**src/rtl/sdram_cmd_sched.sv**
```systemverilog
// SDRAM command scheduler: arbitrates host accesses against periodic auto-refresh and
// sequences ACT / RD-WR / PRE / REF with programmable NOP gaps (closed-page policy).
module sdram_cmd_sched #(
    parameter int REF_INTERVAL = 1560,
    parameter int REF_W        = 11
) (
    input  logic       Clk,
    input  logic       Reset,
    input  logic [3:0] t_rcd,
    input  logic [3:0] t_rp,
    input  logic [3:0] t_rfc,
    input  logic [3:0] burst_len,
    input  logic       host_req,
    input  logic       host_wr,
    output logic       host_ack,
    output logic [2:0] cmd,
    output logic       data_phase,
    output logic       ref_pending,
    output logic       busy,
    output logic [3:0] state_dbg
);

    // Handshake: host_req is held high (with host_wr stable) until host_ack pulses for
    // one cycle in the READ/WRITE command cycle; the request is accepted in IDLE only.

    localparam logic [2:0] CMD_NOP = 3'd0;
    localparam logic [2:0] CMD_ACT = 3'd1;
    localparam logic [2:0] CMD_RD  = 3'd2;
    localparam logic [2:0] CMD_WR  = 3'd3;
    localparam logic [2:0] CMD_PRE = 3'd4;
    localparam logic [2:0] CMD_REF = 3'd5;

    typedef enum logic [3:0] {
        S_IDLE  = 4'd0,
        S_ACT   = 4'd1,
        S_W_RCD = 4'd2,
        S_RW    = 4'd3,
        S_DATA  = 4'd4,
        S_PRE   = 4'd5,
        S_W_RP  = 4'd6,
        S_REF   = 4'd7,
        S_W_RFC = 4'd8
    } state_t;

    state_t           state;
    state_t           state_nxt;
    logic             op_wr;
    logic [3:0]       wait_cnt;
    logic [REF_W-1:0] ref_cnt;
    logic             ref_wrap;
    logic             wait_done;

    assign ref_wrap  = (ref_cnt == REF_W'(REF_INTERVAL - 1));
    // A loaded value of 0 still yields one wait cycle.
    assign wait_done = (wait_cnt <= 4'd1);
    assign state_dbg = state;

    always_comb begin
        state_nxt = state;
        case (state)
            S_IDLE: begin
                if (ref_pending)   state_nxt = S_REF;
                else if (host_req) state_nxt = S_ACT;
            end
            S_ACT:   state_nxt = S_W_RCD;
            S_W_RCD: if (wait_done) state_nxt = S_RW;
            S_RW:    state_nxt = S_DATA;
            S_DATA:  if (wait_done) state_nxt = S_PRE;
            S_PRE:   state_nxt = S_W_RP;
            S_W_RP:  if (wait_done) state_nxt = S_IDLE;
            S_REF:   state_nxt = S_W_RFC;
            S_W_RFC: if (wait_done) state_nxt = S_IDLE;
            default: state_nxt = S_IDLE;
        endcase
    end

    always_ff @(posedge Clk) begin
        if (Reset) begin
            state <= S_IDLE;
            op_wr <= 1'b0;
        end else begin
            state <= state_nxt;
            if (state == S_IDLE && !ref_pending && host_req)
                op_wr <= host_wr;
        end
    end

    // Timing inputs are captured only in the command cycle.
    always_ff @(posedge Clk) begin
        if (Reset) begin
            wait_cnt <= 4'd0;
        end else begin
            case (state)
                S_ACT:   wait_cnt <= t_rcd;
                S_RW:    wait_cnt <= burst_len;
                S_PRE:   wait_cnt <= t_rp;
                S_REF:   wait_cnt <= t_rfc;
                S_W_RCD, S_DATA, S_W_RP, S_W_RFC:
                         wait_cnt <= (wait_cnt != 4'd0) ? wait_cnt - 4'd1 : 4'd0;
                default: wait_cnt <= wait_cnt;
            endcase
        end
    end

    // A wrap landing on the REF cycle re-arms the request rather than losing it.
    always_ff @(posedge Clk) begin
        if (Reset) begin
            ref_cnt     <= '0;
            ref_pending <= 1'b0;
        end else begin
            ref_cnt <= ref_wrap ? '0 : ref_cnt + 1'b1;
            if (ref_wrap)
                ref_pending <= 1'b1;
            else if (state == S_REF)
                ref_pending <= 1'b0;
        end
    end

    always_comb begin
        cmd        = CMD_NOP;
        host_ack   = 1'b0;
        data_phase = 1'b0;
        busy       = (state != S_IDLE);
        case (state)
            S_ACT: cmd = CMD_ACT;
            S_RW: begin
                cmd      = op_wr ? CMD_WR : CMD_RD;
                host_ack = 1'b1;
            end
            S_DATA:  data_phase = 1'b1;
            S_PRE:   cmd = CMD_PRE;
            S_REF:   cmd = CMD_REF;
            default: cmd = CMD_NOP;
        endcase
    end

endmodule

```
**config.mk**
```make
export PLATFORM = sky130hd
export DESIGN_NAME = sdram_cmd_sched
export DESIGN_NICKNAME = d
export VERILOG_FILES = /design/src/rtl/sdram_cmd_sched.sv
export SDC_FILE = /design/constraint.sdc
export NUM_CORES = 1
export LEC_CHECK = 0
export ABC_AREA = 1
export BUFFER_PORTS_ARGS = -buffer_cell sky130_fd_sc_hd__clkbuf_2
export CAP_MARGIN = 20
export CORE_ASPECT_RATIO = 1.2
export CORE_MARGIN = 2
export CORE_UTILIZATION = 55
export DETAILED_ROUTE_END_ITERATION = 6
export PLACE_DENSITY = 0.89
export SLEW_MARGIN = 20
export SYNTH_ARGS = -nofsm -noshare
export SYNTH_HDL_FRONTEND = slang
export SYNTH_SLANG_ARGS = --single-unit
```
**constraint.sdc**
```tcl
create_clock -name Clk -period 2.1 [get_ports Clk]
set_clock_uncertainty 0.05 [all_clocks]
set_input_delay 0.105 -clock Clk [delete_from_list [all_inputs] [get_ports Clk]]
set_output_delay 0.105 -clock Clk [all_outputs]
set_load 0.03 [all_outputs]
```
Yosys cells after proc, flatten, opt, wreduce, memory -nomap -nowiden --
Index checks and enable logic that the tools add are counted.
Storage, ports and cells: word-level logic and storage cells 47, flip-flop bits (word level) 21, bits of input ports 20, output and inout bits 11
Cells by class: muxes and demuxes 14, $lt $le $gt $ge 1, reductions and logical operators 12, equal/unequal tests 13, add/subtract/negate cells 2
Operator list (count):
- $pmux 4 s8 | 1
- $mux 4 | 6
- $pmux 4 s5 | 1
- $eq 4x3->1 const B | 4
- $pmux 3 s4 | 1
- $add 11x1->11 const B | 1
- $eq 11x11->1 const B | 1
- $eq 4x2->1 const B | 2
- $reduce_bool 4->1 | 2
- $mux 1 | 5
- $reduce_bool 5->1 | 1
- $eq 4x1->1 const B | 1
- $eq 4x4->1 const B | 1
- $le 4x1->1 const B | 1
- $logic_not 4->1 | 1
- $ne 2x2->1 const B | 2
- $reduce_and 4->1 | 1
- $reduce_or 2->1 | 2
- $reduce_or 4->1 | 1
- $sub 4x1->4 const B | 1
- $ne 3x3->1 const B | 1
- $logic_and 1x1->1 | 2
- $ne 2x1->1 const B | 1
- $reduce_bool 2->1 | 1
- $logic_not 1->1 | 1

Logic depth before layout (Yosys ltp) --
Gate-level depths: netlist of run 1.
depth after elaboration 4, gate-level depth with buffers 10, mapped depth without buffers 10

Worst setup path after synthesis of run 1 --
Ideal clock, no wire load.
path kind register to output, start point register state[1], in the netlist state_dbg[1], end point output cmd[0], slack 0.383 ns, stages on the path, launching flop included 6, arrival 1.562 ns, data required time 1.945 ns, buffers on the path 1, cells stage by stage dfxtp_1 > buf_2 > nand2_2 > clkinv_2 > nand2_1 > o221ai_1
On the way: word-level cells in the longest chain between the ends 2, elaborated cells between the ends (all ways) 5, classes of those cells 4 x eq/ne; 1 x mux
RTL lines:
- from (decl) | RTL line 45 | state_t state;
- from (signal assigned) | RTL line 82 | state <= state_nxt;
- $eq 4x3->1, or another cell as far along | RTL line 124 | case (state)
- $pmux 3 s4 (*) | RTL line 124
- to (decl) | RTL line 16 | output logic [2:0] cmd,
Mark *: on every way between the ends. The rest lies on a longest branch, timed or not.

Worst setup path in the final report of run 1 --
Same ends and word-level chain as after synthesis.

==> metrics.txt, run 1 <==
outcome=finished, final reports clean; WL met2=1370 um; Worst Max-Slew Pin Slew=0.420 ns; synth unique cells=32; count of final hold-check violations=0; fmax=0.546 GHz; post-synth top area cell=dfxtp_1; ant diodes=0; Yosys warning count=0; Synth area leaders=dfxtp_1 32%, nand2_1 15%, nor2_1 7.1%, nand3_1 6.5%, inv_1 6.0%; First-pass DRT Iterations=4; Clk pin slew, worst setup/hold paths=0.11 ns; Remaining DRCs=0; Num CTS Buffers=3; Tmin final=1.83 ns; Die Wd=48.6 um; # port buffers=30; setup TNS=0 ns; Max clock buf depth=2; Yosys reg bits=21; DR iter-0 viols=32; CP Max Fanout=9; drt wl/cell=10.6 um; Worst Path Required=1.95 ns; Core Region=0.00228 sq mm; max layer used=met4; Layout fillers=229; WL met3=151 um; RSZ-0062 raised after global routing=false; Post-Route WL=2810 um; Post-Synthesis Cell Area=0.00132 sq mm; cell at the slowest stage of the critical path=dfxtp_1; Worst EP arrival=1.68 ns; Via density=5.08; initial antenna violation count=0; DP Area=0.00147 sq mm; syn nets=225; vias in the first global route=1,198; number of H-tree levels=1; Yosys top cell area share=32.0%; power per cell area=1070 mW/mm^2; Crit path max-delay family=flip-flops; Post-DP HPWL=2270 um; crit path cell chain=nand2_2 -> clkinv_2 -> nand2_1 -> o221ai_1 -> clkbuf_2; most frequent cell after synthesis=nand2_1; met1 WL=1200 um; starting density of the core=57.6%; synth cell count leaders=51 x nand2_1, 25 x nor2_1, 21 x dfxtp_1, 21 x inv_1, 17 x nand3_1; # rows=19; DRT antenna net count=0; layout cells sized above 1=26.9%; max-slew violations=0; Die H=57.6 um; worst path bufs/invs=2; Total GRT Usage=21.5%; clk_lat worst skew=0.31 ns; Startpoint Class=register; Root Driver=clkbuf_4; Final setup viols=0; WS Path Type=register to output port; gr ovfl total=0; TritonCTS clock tree=yes; Post-synth EDFFs=0; die footprint=0.00280 sq mm; leakage power=0.683 nW; ys async rst share=0%; leading register cell type out of synthesis=dfxtp_1; DR vias=1,347; Crit. End Element=output port; largest net degree at the start of global routing=12; GP Congestion=0.955; Max VDD drop=734 uV; total of max-cap violations=0; Num Clock Sinks=21; CP peak stage delay=0.59 ns; Tot Pwr=1.61 mW; sequential area share after synthesis=32.0%; worst rel slew slack=72.0%; fin crit share=87.2%; first-pass GRT wire length=4750 um; final instance area=0.00151 sq mm; Ports=31; Mean Syn Cell Area=6.45 sq um; Cells after Synth=204; Nets=256; area grow syn2layout=14.7%; type of the worst min-delay path=input pin to register
worst min-delay path: cells and delay by family:
| kind | cells | cell delay (ns) |
|---|---|---|
| buffers and inverters | 1 | 0.09 |
| AND/OR/NAND/NOR | 1 | 0.08 |
| AO/OA/AOI/OAI | 1 | 0.06 |
path summary, 6_finish.rpt:
kind                                endpoint  slack, ns          from  cells after the start
worst max register to register  state_dbg[1]       0.49  state_dbg[3]                      9
worst min-delay path                   op_wr      0.004      host_req                      3
worst min register to register         op_wr       0.41         op_wr                      2
worst max-delay path                  cmd[0]       0.27  state_dbg[1]                      5
state kept, by name, indices dropped and copies added (netlist names):
signal       cells
ref_cnt         11
wait_cnt         4
op_wr            1
ref_pending      1
state_dbg        4
per-layer routing:
metal	GRT usage, %	vias to the layer above
met5	0	-
met4	11.4	0
met3	1.83	9
met2	39.7	48
met1	24.5	576
li1	-	714
cells by family (layout without fill, tap and decap cells):
kind of cell	after synthesis	in the layout	share of synthesized area [%]
xor+xnor	1	1	0.666
compound gates	28	28	12.4
flops	21	21	32.0
fa+ha+maj	1	1	0.951
buf+inv	35	65	11.1
simple gates	118	118	42.9
power by group:
group	total [mW]	internal, mW	leakage (nW)	switching [mW]
combinational	0.864	0.278	0.496	0.586
clock	0.194	0.0744	0.0150	0.119
sequential	0.554	0.467	0.171	0.0874
total	1.61	0.819	0.683	0.793
what timing repair did:
action                                 in CTS  in global routing
resized for setup                           0                  0
buffers inserted                            0                  0
endpoints found under the hold margin       1                  0
hold buffers                                1                  0
through the flow:
stage | hold slack, ns | instances | util (%) | worst slack (ns)
2_1_floorplan | 0.224 | 204 | - | 0.383
3_3_place_gp | 0.329 | 260 | 64.5 | 0.550
3_5_place_dp | 0.325 | 260 | 64.5 | 0.520
4_1_cts | 0.00575 | 265 | 66.1 | 0.275
5_1_grt | 0.0148 | 265 | 66.1 | 0.153
6_report | 0.00436 | 265 | 66.1 | 0.269
cell type report:
| class | instances | area (sq um) | area share [%] |
|---|---|---|---|
| multi-input combinational | 148 | 748 | 49.6 |
| sequential | 21 | 420 | 27.9 |
| timing repair buffer | 31 | 160 | 10.6 |
| inverter | 30 | 114 | 7.55 |
| tap | 31 | 38.8 | 2.57 |
| clock buffer | 4 | 26.3 | 1.74 |
cells in the final DEF (no fill, tap or decap), drive strengths merged:
master	n
a31oi	1
o211ai	2
clkinv	1
nor2	31
ha	1
inv	29
nand4	1
nor3	3
nor4	3
clkbuf	34
nand3	21
or2	2
o21ai	11
xnor2	1
dlygate4sd3	1
dfxtp	21
nand2	57
o221ai	1
a21oi	13
Note: power is estimated with default switching activity, not from simulation.
==> run 2: changes to the inputs <==
- CTS_BUF_LIST: not set -> sky130_fd_sc_hd__clkbuf_8
==> run 2 against run 1 <==
Net effect:
- register-to-register slack is essentially flat
- largest cell class unchanged
- sequential share of layout area shrank 0.16 points
- utilization grew 0.38 points
- non-clock buffer count shrank 1
- wire length grew 1.8%
- critical endpoint unchanged
==> metrics.txt, run 2 (synthesis results as in run 1) <==
starting density of the core=57.6% (unchanged); CP Max Fanout=9 (unchanged); layout cells sized above 1=27.0% (was 26.9%); area grow syn2layout=15.3% (was 14.7%); Num Clock Sinks=21 (unchanged); initial antenna violation count=0 (unchanged); WS Path Type=register to output port (unchanged); Startpoint Class=register (unchanged); hold path start=host_wr (was host_req); die footprint=0.00280 sq mm (unchanged); Post-Route WL=2860 um (was 2810 um); vias in the first global route=1,206 (was 1,198); Post-CTS Repair Setup Buffers=0 (unchanged); count of final hold-check violations=0 (unchanged); DP Worst Slack=0.520 ns (unchanged); power per cell area=1100 mW/mm^2 (was 1070 mW/mm^2); First-pass DRT Iterations=5 (was 4); final instance area=0.00152 sq mm (was 0.00151 sq mm); ant diodes=0 (unchanged); cell at the slowest stage of the critical path=dfxtp_1 (unchanged); fin crit share=84.2% (was 87.2%); leakage power=0.690 nW (was 0.683 nW); FF-to-FF End=state_dbg[1] (unchanged); drt wl/cell=10.8 um (was 10.6 um); GP Congestion=0.955 (unchanged); utilization after layout=66.4% (was 66.1%); Remaining DRCs=0 (unchanged); TritonCTS clock tree=yes (unchanged); Worst Max-Slew Pin Slew=0.418 ns (was 0.420 ns); total of max-cap violations=0 (unchanged); largest net degree at the start of global routing=12 (unchanged); Die H=57.6 um (unchanged); R2R cell count=9 (unchanged); Clk pin slew, worst setup/hold paths=0.07 ns (was 0.11 ns); Worst Path Required=1.95 ns (about the same); RSZ-0062 raised after global routing=false (unchanged); Max clock buf depth=2 (unchanged); Register-to-Register Setup Slack=0.49 ns (about the same); Total GRT Usage=22.1% (was 21.5%); highest-count cells in the layout ignoring fill and taps=51 x nand2_1, 30 x clkbuf_2, 25 x nor2_1 (unchanged); number of H-tree levels=1 (unchanged); crit path cell chain=nand2_2 -> clkinv_2 -> nand2_1 -> o221ai_1 -> clkbuf_2 (unchanged); hold_buf cts=0 (was 1); hold slack=0.0546 ns (was 0.00436 ns); Hold EP=op_wr (unchanged); CP peak stage delay=0.58 ns (was 0.59 ns); Hold Path Depth=3 (unchanged); max reg flops=11 (unchanged); Tmin final=1.77 ns (was 1.83 ns); Root Driver=clkbuf_8 (was clkbuf_4); post-route setup slack=0.332 ns (was 0.269 ns); clk_lat worst skew=0.26 ns (was 0.31 ns); Via density=5.12 (was 5.08); Core Region=0.00228 sq mm (unchanged); DR iter-0 viols=29 (was 32); post-CTS resize count=0 (unchanged); DRT antenna net count=0 (unchanged); setup TNS=0 ns (unchanged); gr ovfl total=0 (unchanged); Ports=31 (unchanged); type of the worst min-delay path=input pin to register (unchanged); Num CTS Buffers=3 (unchanged); crit path from=state_dbg[1] (unchanged); # port buffers=30 (unchanged); DP Area=0.00147 sq mm (unchanged); fmax=0.566 GHz (was 0.546 GHz); Worst EP arrival=1.61 ns (was 1.68 ns); Crit. End Element=output port (unchanged); DR vias=1,351 (was 1,347); # rows=19 (unchanged); Worst R2R Start=state_dbg[3] (unchanged); Post-DP HPWL=2270 um (unchanged); Top reg by flops=ref_cnt (unchanged); outcome=finished, final reports clean (unchanged); Nets=255 (was 256); Max VDD drop=798 uV (was 734 uV); max-slew violations=0 (unchanged); Die Wd=48.6 um (unchanged); worst rel slew slack=72.1% (was 72.0%); first-pass GRT wire length=4810 um (was 4750 um); most common cell after layout, fill and taps aside=nand2_1 (unchanged); Final setup viols=0 (unchanged)
## run 2: critical path, delay by kind of cell, from the launching register on
family | cells | cell delay (ns)
simple gates | 2 | 0.24
buf+inv | 2 | 0.35
flops | 1 | 0.58
compound gates | 1 | 0.18
## run 2: final cells by class
type,instances,area (sq um)
multi-input cells,148,748
clock inverters,1,3.75
clock buffers,3,41.3
repair buffers,30,150
inverters,30,114
well taps,31,38.8
fillers,227,766
flip-flops and latches,21,420
## run 2: worst max path at each step
stage	end	slack [ns]	cells after the start
CTS	cmd[0]	0.34	5
finish	cmd[0]	0.33	5
floorplan	cmd[0]	0.38	5
global placement	state_dbg[2]	0.55	9
global route	cmd[0]	0.22	5
detailed placement	state_dbg[1]	0.52	9
## run 2: stage by stage
| step | power (mW) | cells |
|---|---|---|
| after detailed placement | 1.42 | 260 |
| after global routing | 1.82 | 264 |
| after CTS | 1.68 | 264 |
| after global placement | 1.41 | 260 |
| after floorplan | 1.24 | 204 |
| final | 1.67 | 264 |
## run 2: power breakdown
group | switching (mW) | internal, mW
registers | 0.0873 | 0.467
logic | 0.587 | 0.277
clock network | 0.124 | 0.130
total | 0.799 | 0.875
## run 2: layer usage
layer	share of wire, %	GRT usage, %	vias up	routed length (um)
li1	-	-	712	-
met1	42	24.5	584	1210
met2	50	40.7	48	1430
met3	5.5	3.40	7	157
met4	2.3	11.4	0	66
met5	0	0	-	0
==> run 3: changes to the inputs <==
- CORE_UTILIZATION: 55 -> 50
- PLACE_DENSITY: 0.89 -> 0.86
- clock period: 2.1 -> 1.5 ns (I/O delays scaled with it)
==> run 3 against run 2 <==
Net effect:
- critical path depth shrank 1
- combinational power up 54%
- final cell count is 4.5% higher
- worst hold slack got worse by 0.015 ns
- sequential share of layout area is 1.3 points lower
- utilization fell by 0.75 points
- sequential power up 43%
- global-route usage down 1.3 points
- first-iteration DRC count shrank 41%
- register-to-register slack lost 0.37 ns
- clock power increased by 41%
- largest cell class unchanged
- highest routed layer unchanged
==> metrics.txt, run 3 (synthesis results as in run 1) <==
leakage power=0.744 nW (was 0.690 nW); Post-Route WL=3050 um (was 2860 um); Top reg by flops=ref_cnt (unchanged); die footprint=0.00306 sq mm (was 0.00280 sq mm); area grow syn2layout=26.3% (was 15.3%); worst rel slew slack=81.1% (was 72.1%); TritonCTS clock tree=yes (unchanged); Max clock buf depth=2 (unchanged); post-route setup slack=0.0525 ns (was 0.332 ns); Die Wd=50.8 um (was 48.6 um); max-slew violations=0 (unchanged); starting density of the core=52.0% (was 57.6%); met3 Use GR=3.00% (was 3.40%); power per cell area=1500 mW/mm^2 (was 1100 mW/mm^2); type of the worst min-delay path=input pin to register (unchanged); Worst Max-Slew Pin Slew=0.281 ns (was 0.418 ns); highest-count cells in the layout ignoring fill and taps=50 x nand2_1, 27 x clkbuf_2, 22 x nor2_1 (was 51 x nand2_1, 30 x clkbuf_2, 25 x nor2_1); clk_lat worst skew=0.26 ns (about the same); Core Region=0.00253 sq mm (was 0.00228 sq mm); Clk pin slew, worst setup/hold paths=0.08 ns (was 0.07 ns); DRT antenna net count=0 (unchanged); Num CTS Buffers=3 (unchanged); final instance area=0.00166 sq mm (was 0.00152 sq mm); Tmin final=1.45 ns; number of H-tree levels=1 (unchanged); Total GRT Usage=20.8% (was 22.1%); ant diodes=0 (unchanged); non-filler cells, final=276 (was 264); count of final hold-check violations=0 (unchanged); hold_buf cts=0 (unchanged); DP Worst Slack=0.0557 ns (was 0.520 ns); GP Congestion=0.889 (was 0.955); Worst Path Required=1.37 ns (was 1.95 ns); # rows=20 (was 19); Crit. End Element=output port (unchanged); vias in the first global route=1,241 (was 1,206); Ports=31 (unchanged); Worst EP arrival=1.32 ns (was 1.61 ns); # port buffers=30 (unchanged); largest net degree at the start of global routing=13 (was 12); CP Max Fanout=5 (was 9); fin crit share=96.5%; layout cells sized above 1=35.8% (was 27.0%); outcome=finished, final reports clean (unchanged); Die H=60.2 um (was 57.6 um); Root Driver=clkbuf_8 (unchanged); Startpoint Class=register (unchanged); DR iter-0 viols=17 (was 29); setup TNS=0 ns (unchanged); most common cell after layout, fill and taps aside=nand2_1 (unchanged); Num Clock Sinks=21 (unchanged); fmax=0.691 GHz; first-pass GRT wire length=4890 um (was 4810 um); global routing usage on met2=42.3% (was 40.7%); First-pass DRT Iterations=6 (was 5); gr ovfl total=0 (unchanged); Max VDD drop=1050 uV (was 798 uV); dpl cells=269 (was 260); initial antenna violation count=0 (unchanged); max reg flops=11 (unchanged); Tot Pwr=2.48 mW (was 1.67 mW); DP Area=0.00153 sq mm (was 0.00147 sq mm); Top Usage Layer GRT=met2 (unchanged); total of max-cap violations=0 (unchanged); utilization after layout=65.7% (was 66.4%); hold slack=0.0400 ns (was 0.0546 ns); Remaining DRCs=0 (unchanged); Nets=265 (was 255); DR vias=1,380 (was 1,351); WS Path Type=register to output port (unchanged); Post-DP HPWL=2340 um (was 2270 um); drt wl/cell=11.1 um (was 10.8 um); RSZ-0062 raised after global routing=true (was false); Via density=5.00 (was 5.12); Final setup viols=0 (unchanged); routing usage on met1=21.4% (was 24.5%)
run 3: changes by cell type in the layout (fill, tap and decap cells not counted), sizes merged:
cell | previous run | this run
inv | 30 | 29
clkinv | 1 | 2
clkbuf | 33 | 31
buf | 0 | 12
run 3: critical path, cell delays in order (launching register included):
cell and delay [ns]:
dfxtp_4 0.37, nor2_2 0.22, nand2_2 0.14, o221ai_2 0.15, clkbuf_8 0.19
run 3: worst paths after layout:
path	start	to	slack, ns	cells past startpoint
worst max register to register	ref_cnt[1]	ref_cnt[8]	0.12	8
worst min-delay path	host_wr	op_wr	0.04	3
worst min register to register	op_wr	op_wr	0.43	2
worst max-delay path	state_dbg[2]	cmd[0]	0.05	4
run 3: repair_timing:
item / in CTS / in global routing
endpoints found under the hold margin: 0 / 0
pin swaps: 1 / 0
resized for setup: 9 / 16
setup endpoints to repair: 5 / 7
buffers inserted: 2 / 1
run 3: cell type report:
| class | instances | area (sq um) |
|---|---|---|
| clock buffers | 3 | 41.3 |
| clock inverters | 1 | 5.00 |
| fillers | 215 | 867 |
| inverters | 30 | 114 |
| multi-input cells | 148 | 782 |
| flip-flops and latches | 21 | 438 |
| well taps | 33 | 41.3 |
| repair buffers | 40 | 239 |
run 3: metal layers:
metal  vias up  part of all wire, %
li1        733                    -
met1       610                   42
met2        33                   53
met3         4                  3.5
met4         0                 0.88
met5         -                    0
run 3: where the power goes:
part	total, mW	switching [mW]	internal [mW]
clock network	0.359	0.174	0.185
registers	0.794	0.122	0.672
logic	1.33	0.855	0.475
